[config.mk]
export PLATFORM = sky130hd
export DESIGN_NAME = slow_decade_countdown
export DESIGN_NICKNAME = d
export VERILOG_FILES = /design/src/rtl/slow_decade_pkg.sv /design/src/rtl/slow_decade_countdown_bcd_down_digit.sv /design/src/rtl/slow_decade_countdown.sv
export SDC_FILE = /design/constraint.sdc
export NUM_CORES = 1
export LEC_CHECK = 0
export ABC_AREA = 1
export CORE_MARGIN = 1
export CORE_UTILIZATION = 38
export DETAILED_ROUTE_END_ITERATION = 16
export DONT_BUFFER_PORTS = 1
export PLACE_DENSITY = 0.61
export SYNTH_ARGS = -nofsm -noshare
export SYNTH_HDL_FRONTEND = slang
export SYNTH_SLANG_ARGS = --single-unit
[constraint.sdc]
create_clock -name clk -period 2 [get_ports clk]
set_clock_uncertainty 0.15 [all_clocks]
set_input_delay 0.2 -clock clk [delete_from_list [all_inputs] [get_ports clk]]
set_output_delay 0.2 -clock clk [all_outputs]
set_load 0.05 [all_outputs]
[src/rtl/slow_decade_pkg.sv]
// Shared types and helpers for the slow decade counter family.
package slow_decade_pkg;

  typedef logic [3:0] bcd_digit_t;

  localparam bcd_digit_t BCD_MAX = 4'd9;

  typedef enum logic {
    CD_IDLE = 1'b0,
    CD_RUN  = 1'b1
  } cd_state_t;

  function automatic logic bcd_valid(input bcd_digit_t digit);
    return digit <= BCD_MAX;
  endfunction

endpackage

[src/rtl/slow_decade_countdown_bcd_down_digit.sv]
// One BCD down-counting digit; borrow_out feeds the next more-significant digit.
module bcd_down_digit
  import slow_decade_pkg::*;
(
  input  logic       clk,
  input  logic       reset_n,
  input  logic       dec_in,
  input  logic       load,
  input  logic [3:0] load_digit,
  output logic [3:0] digit,
  output logic       borrow_out
);

  bcd_digit_t digit_q;
  bcd_digit_t digit_d;

  // Load wins over a same-cycle decrement so an auto-reload lands cleanly.
  always_comb begin
    digit_d = digit_q;
    if (load) begin
      digit_d = load_digit;
    end else if (dec_in) begin
      digit_d = (digit_q == 4'd0) ? BCD_MAX : digit_q - 4'd1;
    end
  end

  always_ff @(posedge clk or negedge reset_n) begin
    if (!reset_n) begin
      digit_q <= 4'd0;
    end else begin
      digit_q <= digit_d;
    end
  end

  assign digit      = digit_q;
  assign borrow_out = dec_in && (digit_q == 4'd0);

endmodule

[src/rtl/slow_decade_countdown.sv]
// Multi-digit BCD countdown timer with load handshake and start/stop commands.
// Optional periodic mode: define AUTO_RELOAD_EN to reload on terminal count.
module slow_decade_countdown
  import slow_decade_pkg::*;
#(
  parameter int DIGITS = 2
) (
  input  logic                  clk,
  input  logic                  reset_n,
  input  logic                  slowena,
  input  logic                  load_valid,
  input  logic [4*DIGITS-1:0]   load_value,
  output logic                  load_ready,
  input  logic                  start,
  input  logic                  stop,
  output logic [4*DIGITS-1:0]   q,
  output logic                  busy,
  output logic                  done,
  output logic                  load_err
);

  localparam int W = 4 * DIGITS;
  localparam logic [W-1:0] COUNT_ONE = W'(1);

  cd_state_t     state_q, state_d;
  logic          done_q, done_d;
  logic          load_err_q, load_err_d;
  logic [W-1:0]  reload_q;
  logic [W-1:0]  count;
  logic [W-1:0]  load_digits;
  logic [DIGITS-1:0] digit_ok;
  logic [DIGITS-1:0] borrow;

  logic is_idle, load_ok, load_accept, load_bad;
  logic step, term_step, digit_load;

  assign is_idle     = (state_q == CD_IDLE);
  assign load_ok     = &digit_ok;
  assign load_accept = is_idle && load_valid && load_ok;
  assign load_bad    = is_idle && load_valid && !load_ok;

  // stop takes priority over a same-cycle count step.
  assign step      = (state_q == CD_RUN) && slowena && !stop;
  assign term_step = step && (count == COUNT_ONE);

`ifdef AUTO_RELOAD_EN
  assign digit_load  = load_accept || term_step;
  assign load_digits = load_accept ? load_value : reload_q;
`else
  logic unused_reload;
  assign digit_load    = load_accept;
  assign load_digits   = load_value;
  assign unused_reload = ^reload_q;
`endif

  genvar gi;
  generate
    for (gi = 0; gi < DIGITS; gi++) begin : g_digit
      logic dec_in;
      if (gi == 0) begin : g_lsd
        assign dec_in = step;
      end else begin : g_upper
        assign dec_in = borrow[gi-1];
      end

      assign digit_ok[gi] = bcd_valid(load_value[4*gi +: 4]);

      bcd_down_digit u_digit (
        .clk        (clk),
        .reset_n    (reset_n),
        .dec_in     (dec_in),
        .load       (digit_load),
        .load_digit (load_digits[4*gi +: 4]),
        .digit      (count[4*gi +: 4]),
        .borrow_out (borrow[gi])
      );
    end
  endgenerate

  logic unused_top_borrow;
  assign unused_top_borrow = borrow[DIGITS-1];

  always_comb begin
    state_d    = state_q;
    done_d     = term_step;
    load_err_d = load_bad;
    case (state_q)
      CD_IDLE: begin
        // Any load offer or stop in the same cycle suppresses start.
        if (start && !stop && !load_valid && (count != '0)) begin
          state_d = CD_RUN;
        end
      end
      CD_RUN: begin
        if (stop) begin
          state_d = CD_IDLE;
        end else if (term_step) begin
`ifdef AUTO_RELOAD_EN
          state_d = CD_RUN;
`else
          state_d = CD_IDLE;
`endif
        end
      end
      default: state_d = CD_IDLE;
    endcase
  end

  always_ff @(posedge clk or negedge reset_n) begin
    if (!reset_n) begin
      state_q    <= CD_IDLE;
      done_q     <= 1'b0;
      load_err_q <= 1'b0;
      reload_q   <= '0;
    end else begin
      state_q    <= state_d;
      done_q     <= done_d;
      load_err_q <= load_err_d;
      if (load_accept) begin
        reload_q <= load_value;
      end
    end
  end

  assign q          = count;
  assign busy       = (state_q == CD_RUN);
  assign load_ready = is_idle;
  assign done       = done_q;
  assign load_err   = load_err_q;

endmodule

==> results of run 1 <==
==> cells in the mapped netlist <==
| library cell | count |
|---|---|
| nand2_1 | 23 |
| inv_1 | 13 |
| dfrtp_1 | 11 |
| nor2_1 | 11 |
| nand3_1 | 10 |
| nand4_1 | 7 |
| nor3_1 | 3 |
| o21ai_0 | 3 |
| a21oi_1 | 2 |
| nor2_2 | 2 |
| nor2_4 | 2 |
| o21ai_4 | 2 |
| a21boi_0 | 1 |
| buf_6 | 1 |
| inv_2 | 1 |
| nand2_2 | 1 |
| nand2_4 | 1 |
| nand3_2 | 1 |
| nand3_4 | 1 |
| o21ai_2 | 1 |
| xor2_1 | 1 |
==> per-stage QoR <==
step | utilization (%) | std cells | instance area (µm²) | total power [mW]
finish | 53.0 | 143 | 935 | 1.09
global route | 53.0 | 143 | 935 | 1.15
floorplan | - | 98 | 738 | 0.771
detailed placement | 46.4 | 130 | 818 | 0.905
CTS | 53.0 | 143 | 935 | 1.09
global placement | 46.4 | 130 | 818 | 0.901
==> final timing paths <==
| kind | endpoint | slack [ps] | depth (start not counted) |
|---|---|---|---|
| max | load_ready | 340 | 2 |
| min | busy | 20 | 4 |
| max reg2reg | g_digit[1].u_digit.digit[1] | 410 | 6 |
| min reg2reg | done | 430 | 3 |
| max in group asynchronous | g_digit[0].u_digit.digit[2] | 1160 | 1 |
| min in group asynchronous | g_digit[1].u_digit.digit[3] | 180 | 1 |
==> power by group through the flow <==
stage	logic (mW)	registers (mW)	clock network [mW]
final	0.572	0.353	0.160
after global routing	0.623	0.361	0.170
after CTS	0.572	0.353	0.165
after detailed placement	0.549	0.356	0
after global placement	0.545	0.356	0
after floorplan	0.219	0.552	0
==> cell type report <==
type	count	area [µm²]	area share (%)
Timing Repair Buffer	17	150	16.1
Sequential cell	11	275	29.5
Clock buffer	4	26.3	2.81
Inverter	14	52.6	5.62
Multi-Input combinational cell	72	399	42.7
Tap cell	25	31.3	3.35
==> cells by family (layout without fill, tap and decap cells) <==
group	count (synthesis)	count (layout)	synth area share, %
AOI/OAI and AO/OA	9	9	10.0
xor gates and xnor gates	1	1	1.19
buffers and inverters	15	35	8.64
DFF	11	11	37.3
and+or+nand+nor	62	62	42.9
==> per-layer routing <==
metal  wire, µm  up-vias  part of all wire (%)
met5          0        -                     0
met4         30        0                   1.8
li1           -      365                     -
met2        761       27                    46
met1        778      307                    47
met3         82        4                   5.0
==> sequential cells by signal, indices dropped and copies added, names as in the netlist <==
signal / cells
busy: 1
load_err: 1
g_digit.u_digit.digit: 8
done: 1
==> worst max-delay path, cell delays in order, from the launching register on <==
cell     delay, ps
dfrtp_1        470
buf_4          230
inv_1          330
==> metrics.txt, run 1 <==
status=completed; Root Buffer=clkbuf_4; hold slack=16.8 ps; Seq/Total Area, Yosys=37.3%; CTS clk-pin slew, worst paths=80 ps; num rows=15; RSZ-0062 raised after global routing=no; Max Freq=603 MHz; antenna violations before repair=0; I/O Buffers=0; CTS Buf Count=3; switch share=51.7%; die area=2120 µm²; Clock Path Buffers=2; most common cell after layout, fill and taps aside=nand2_1; final net count=133; Avg WL per Cell=11.6 µm; Max-Cap Viols=0; met2 usage=27.0%; final wirelength=1.65 mm; Hold Fails Final Rpt=0; Clk pwr share=14.8%; via count=703; setup_tns=0 ps; kind of critical path=flip-flop to primary output; worst-path fanout max=5; Initial Util=41.8%; DIE HEIGHT=46.1 µm; distinct cell type count after synthesis=21; CTS tree=yes; initial DRC count=12; worst setup margin=341 ps; # IOs=26; synthesized netlist cell count=98; Worst Path Required=1650 ps; Avg Vias per Cell=4.92; Comb power frac=52.7%; Slew @ Worst Pin=527 ps; antenna-violating nets left=0; CTS sink count=11; most frequent cells in the layout=nand2_1 (23), inv_1 (13), nor2_1 (11), dfrtp_1 (11), nand3_1 (10); synthesized cell area=738 µm²; fraction of layout instances using a drive strength above 1=19.5%; Core ar.=1760 µm²; number of global-route vias before repair=629; Top Usage Layer GRT=met2; Hold Path Class=input port to flip-flop; number of H-tree levels=1; P_sw=0.561 mW; CP Launch Point=busy; Synth Register Bits=11; antenna cells=0; # fillers=186; P&R area growth vs syn=26.6%; Synth Warn #=0; GRT overflow=0; Die Wd=46.1 µm; clock period minus worst slack=1660 ps; WP data arrival=1310 ps; power density cells=1160 nW/µm²; CTS Hold Buffers Added=9; Post-DP HPWL=1.24 mm; Final setup viols=0; largest net degree at the start of global routing=12; Avg Inst Size Synth=7.53 µm²; drt drc=0; Pleak=0.445 nW; internal power=0.524 mW; Flop pwr share=32.5%; Setup crit end kind=primary output; Rel. slew slack=64.7%; Yosys top cell by area=dfrtp_1; Place WS=432 ps; routability cong.=0.739; VDD IR-drop max=0.564 mV; syn_nets=112; crit share post-route=82.9%; Yosys top cell area share=37.3%; top post-synthesis cells by area=dfrtp_1 (37%), nand2_1 (12%), nand3_1 (6.8%); Max Transition Viols Final=0; setup bufs post-CTS=0; first-pass GRT wire length=2.63 mm; hold_sp=start; DR pass1 iterations=5; post-cts repair resize count=0; Clock Latency Late Sink=280 ps; global-route usage over all layers=17.9%; met3 GRT Util=3.53%; worst r2r src=busy; crit path launch type=flip-flop; met1 Use GR=23.4%
(Power assumes the default switching activity.)
==> run 2: changes to the inputs <==
PLACE_DENSITY = 0.63   (was 0.61)
clock period = 1.5 ns   (was 2 ns; I/O delays follow)
==> run 2 against run 1 <==
Effect of this change:
- the flow now finishes with violations (hold timing)
- die area unchanged
- via count grew 4.8%
- non-clock buffer count grew 7
- flip-flop and latch count unchanged
- cell count grew 4.9%
- sequential share of layout area decreased by 2.0 points
- register-to-register slack got worse by 280 ps
- critical path type unchanged
- critical endpoint unchanged
- largest power group unchanged
- highest routed layer unchanged
==> metrics.txt, run 2 (synthesized netlist as in run 1, its figures left out) <==
VDD IR-drop max=0.679 mV (+20%); # IOs=26 (unchanged); routability cong.=0.781 (+5.7%); power density cells=1470 nW/µm² (+27%); largest net degree at the start of global routing=12 (unchanged); CTS sink count=11 (unchanged); setup bufs post-CTS=0 (unchanged); DIE HEIGHT=46.1 µm (unchanged); crit share post-route=95.2%; clock period minus worst slack=1430 ps; Comb power frac=56.1% (+3.4 points); crit path launch type=flip-flop; Worst Path Required=1200 ps (-450 ps); final instance area=1020 µm² (+8.7%); Final setup viols=0 (unchanged); DR pass1 iterations=4 (-1); Flop pwr share=30.2% (-2.3 points); Core ar.=1760 µm² (unchanged); P&R area growth vs syn=37.6%; max reg flops=8 (unchanged); Rel. slew slack=67.0% (+2.2 points); num rows=15 (unchanged); RSZ-0062 raised after global routing=no; kind of critical path=flip-flop to primary output; fraction of layout instances using a drive strength above 1=24.8% (+5.3 points); WP data arrival=1130 ps (-180 ps); final wirelength=1.68 mm (+1.9%); setup_tns=0 ps (unchanged); # fillers=186 (unchanged); most frequent cells in the layout=nand2_1 (23), inv_1 (13), dlygate4sd3_1 (12); global-route usage over all layers=18.7% (+0.84 points); placed cell areas=852 µm² (+4.1%); Die Wd=46.1 µm (unchanged); Pleak=0.476 nW (+7.1%); Hold Path Class=input port to flip-flop; antenna-violating nets left=0 (unchanged); violated checks=hold timing; P_sw=0.753 mW (+34%); drt drc=0 (unchanged); Initial Util=41.8% (unchanged); die area=2120 µm² (unchanged); initial DRC count=10 (-2); worst-path fanout max=5 (unchanged); Max Freq=700 MHz; CTS clk-pin slew, worst paths=70 ps (about the same); Max Transition Viols Final=0 (unchanged); Clock Path Buffers=2 (unchanged); Post-DP HPWL=1.27 mm (+1.8%); via count=737 (+4.8%); Root Buffer=clkbuf_4; switch share=50.5% (-1.2 points); Slew @ Worst Pin=494 ps (-33.5 ps); hold slack=-10.2 ps (-26.9 ps); number of global-route vias before repair=689 (+9.5%); Clock Latency Late Sink=260 ps (-20 ps); GRT overflow=0 (unchanged); first-pass GRT wire length=2.77 mm (+5.3%); antenna cells=0 (unchanged); CTS Buf Count=3 (unchanged); CTS tree=yes; most common cell after layout, fill and taps aside=nand2_1; Clk pwr share=13.7% (-1.1 points); I/O Buffers=0 (unchanged); Hold Fails Final Rpt=2 (+2); Avg WL per Cell=11.2 µm (-2.9%); number of H-tree levels=1 (unchanged); final net count=140 (+5.3%); internal power=0.740 mW (+41%); antenna violations before repair=0 (unchanged); Largest Register=g_digit.u_digit.digit; Setup crit end kind=primary output; flip-flop and latch area=279 µm² (+1.4%); combined area of the multi-input logic cells=409 µm² (+2.5%); Avg Vias per Cell=4.91 (about the same); status=complete, but fails checks; Max-Cap Viols=0 (unchanged)
run 2: changes by cell type in the layout (fill, tap and decap cells not counted), sizes merged:
| cell | delta |
|---|---|
| buf | +4 |
| dlygate4sd3 | +3 |
run 2: cell type report:
type | count | share of cell area, %
multi-input combinational | 72 | 40.3
inverter | 14 | 5.17
clock buffer | 4 | 2.59
timing repair buffer | 24 | 21.4
tap | 25 | 3.08
sequential | 11 | 27.5
run 2: worst max-delay path: stages, from the launching register on:
cell	delay [ps]
dfrtp_2	470
buf_6	180
inv_1	70
buf_6	150
run 2: repair_timing:
item	CTS	global route
gates resized for setup	0	4
setup endpoints to repair	0	6
endpoints found under the hold margin	21	3
hold buffers	9	3
run 2: stage by stage:
step	instances	setup slack [ps]	utilization [%]	total power, mW
global placement	134	87.1	48.3	1.24
global route	150	26.4	57.6	1.60
finish	150	72.4	57.6	1.49
floorplan	98	22.7	-	1.03
detailed placement	134	58.7	48.3	1.24
CTS	147	3.47	54.9	1.48
run 2: final timing paths:
kind / endpoint / slack [ps] / startpoint / depth (start not counted)
max: load_ready / 70 / busy / 3
min: busy / -10 / stop / 3
max reg2reg: g_digit[1].u_digit.digit[1] / 130 / busy / 6
min reg2reg: g_digit[1].u_digit.digit[2] / 440 / g_digit[1].u_digit.digit[2] / 2
max in group asynchronous: busy / 710 / reset_n / 1
min in group asynchronous: done / 130 / reset_n / 1
run 2: metal layers:
layer	vias to the layer above	global-route usage (%)	wire length (µm)
met1	343	23.2	749
met5	-	0	0
li1	372	-	-
met3	2	5.10	69
met4	0	7.06	14
met2	20	30.7	849
run 2: power by group through the flow:
stage          Sequential [mW]  Clock (mW)  Combinational [mW]
2_1_floorplan            0.740           0               0.292
3_3_place_gp             0.451           0               0.787
3_5_place_dp             0.452           0               0.791
4_1_cts                  0.447       0.203               0.825
5_1_grt                  0.465       0.223               0.907
6_report                 0.451       0.205               0.837
==> run 3: changes to the inputs <==
CAP_MARGIN = 20   (was unset)
==> results of run 3 <==
Same layout as run 2: the final DEF is identical, and so are final timing and power.
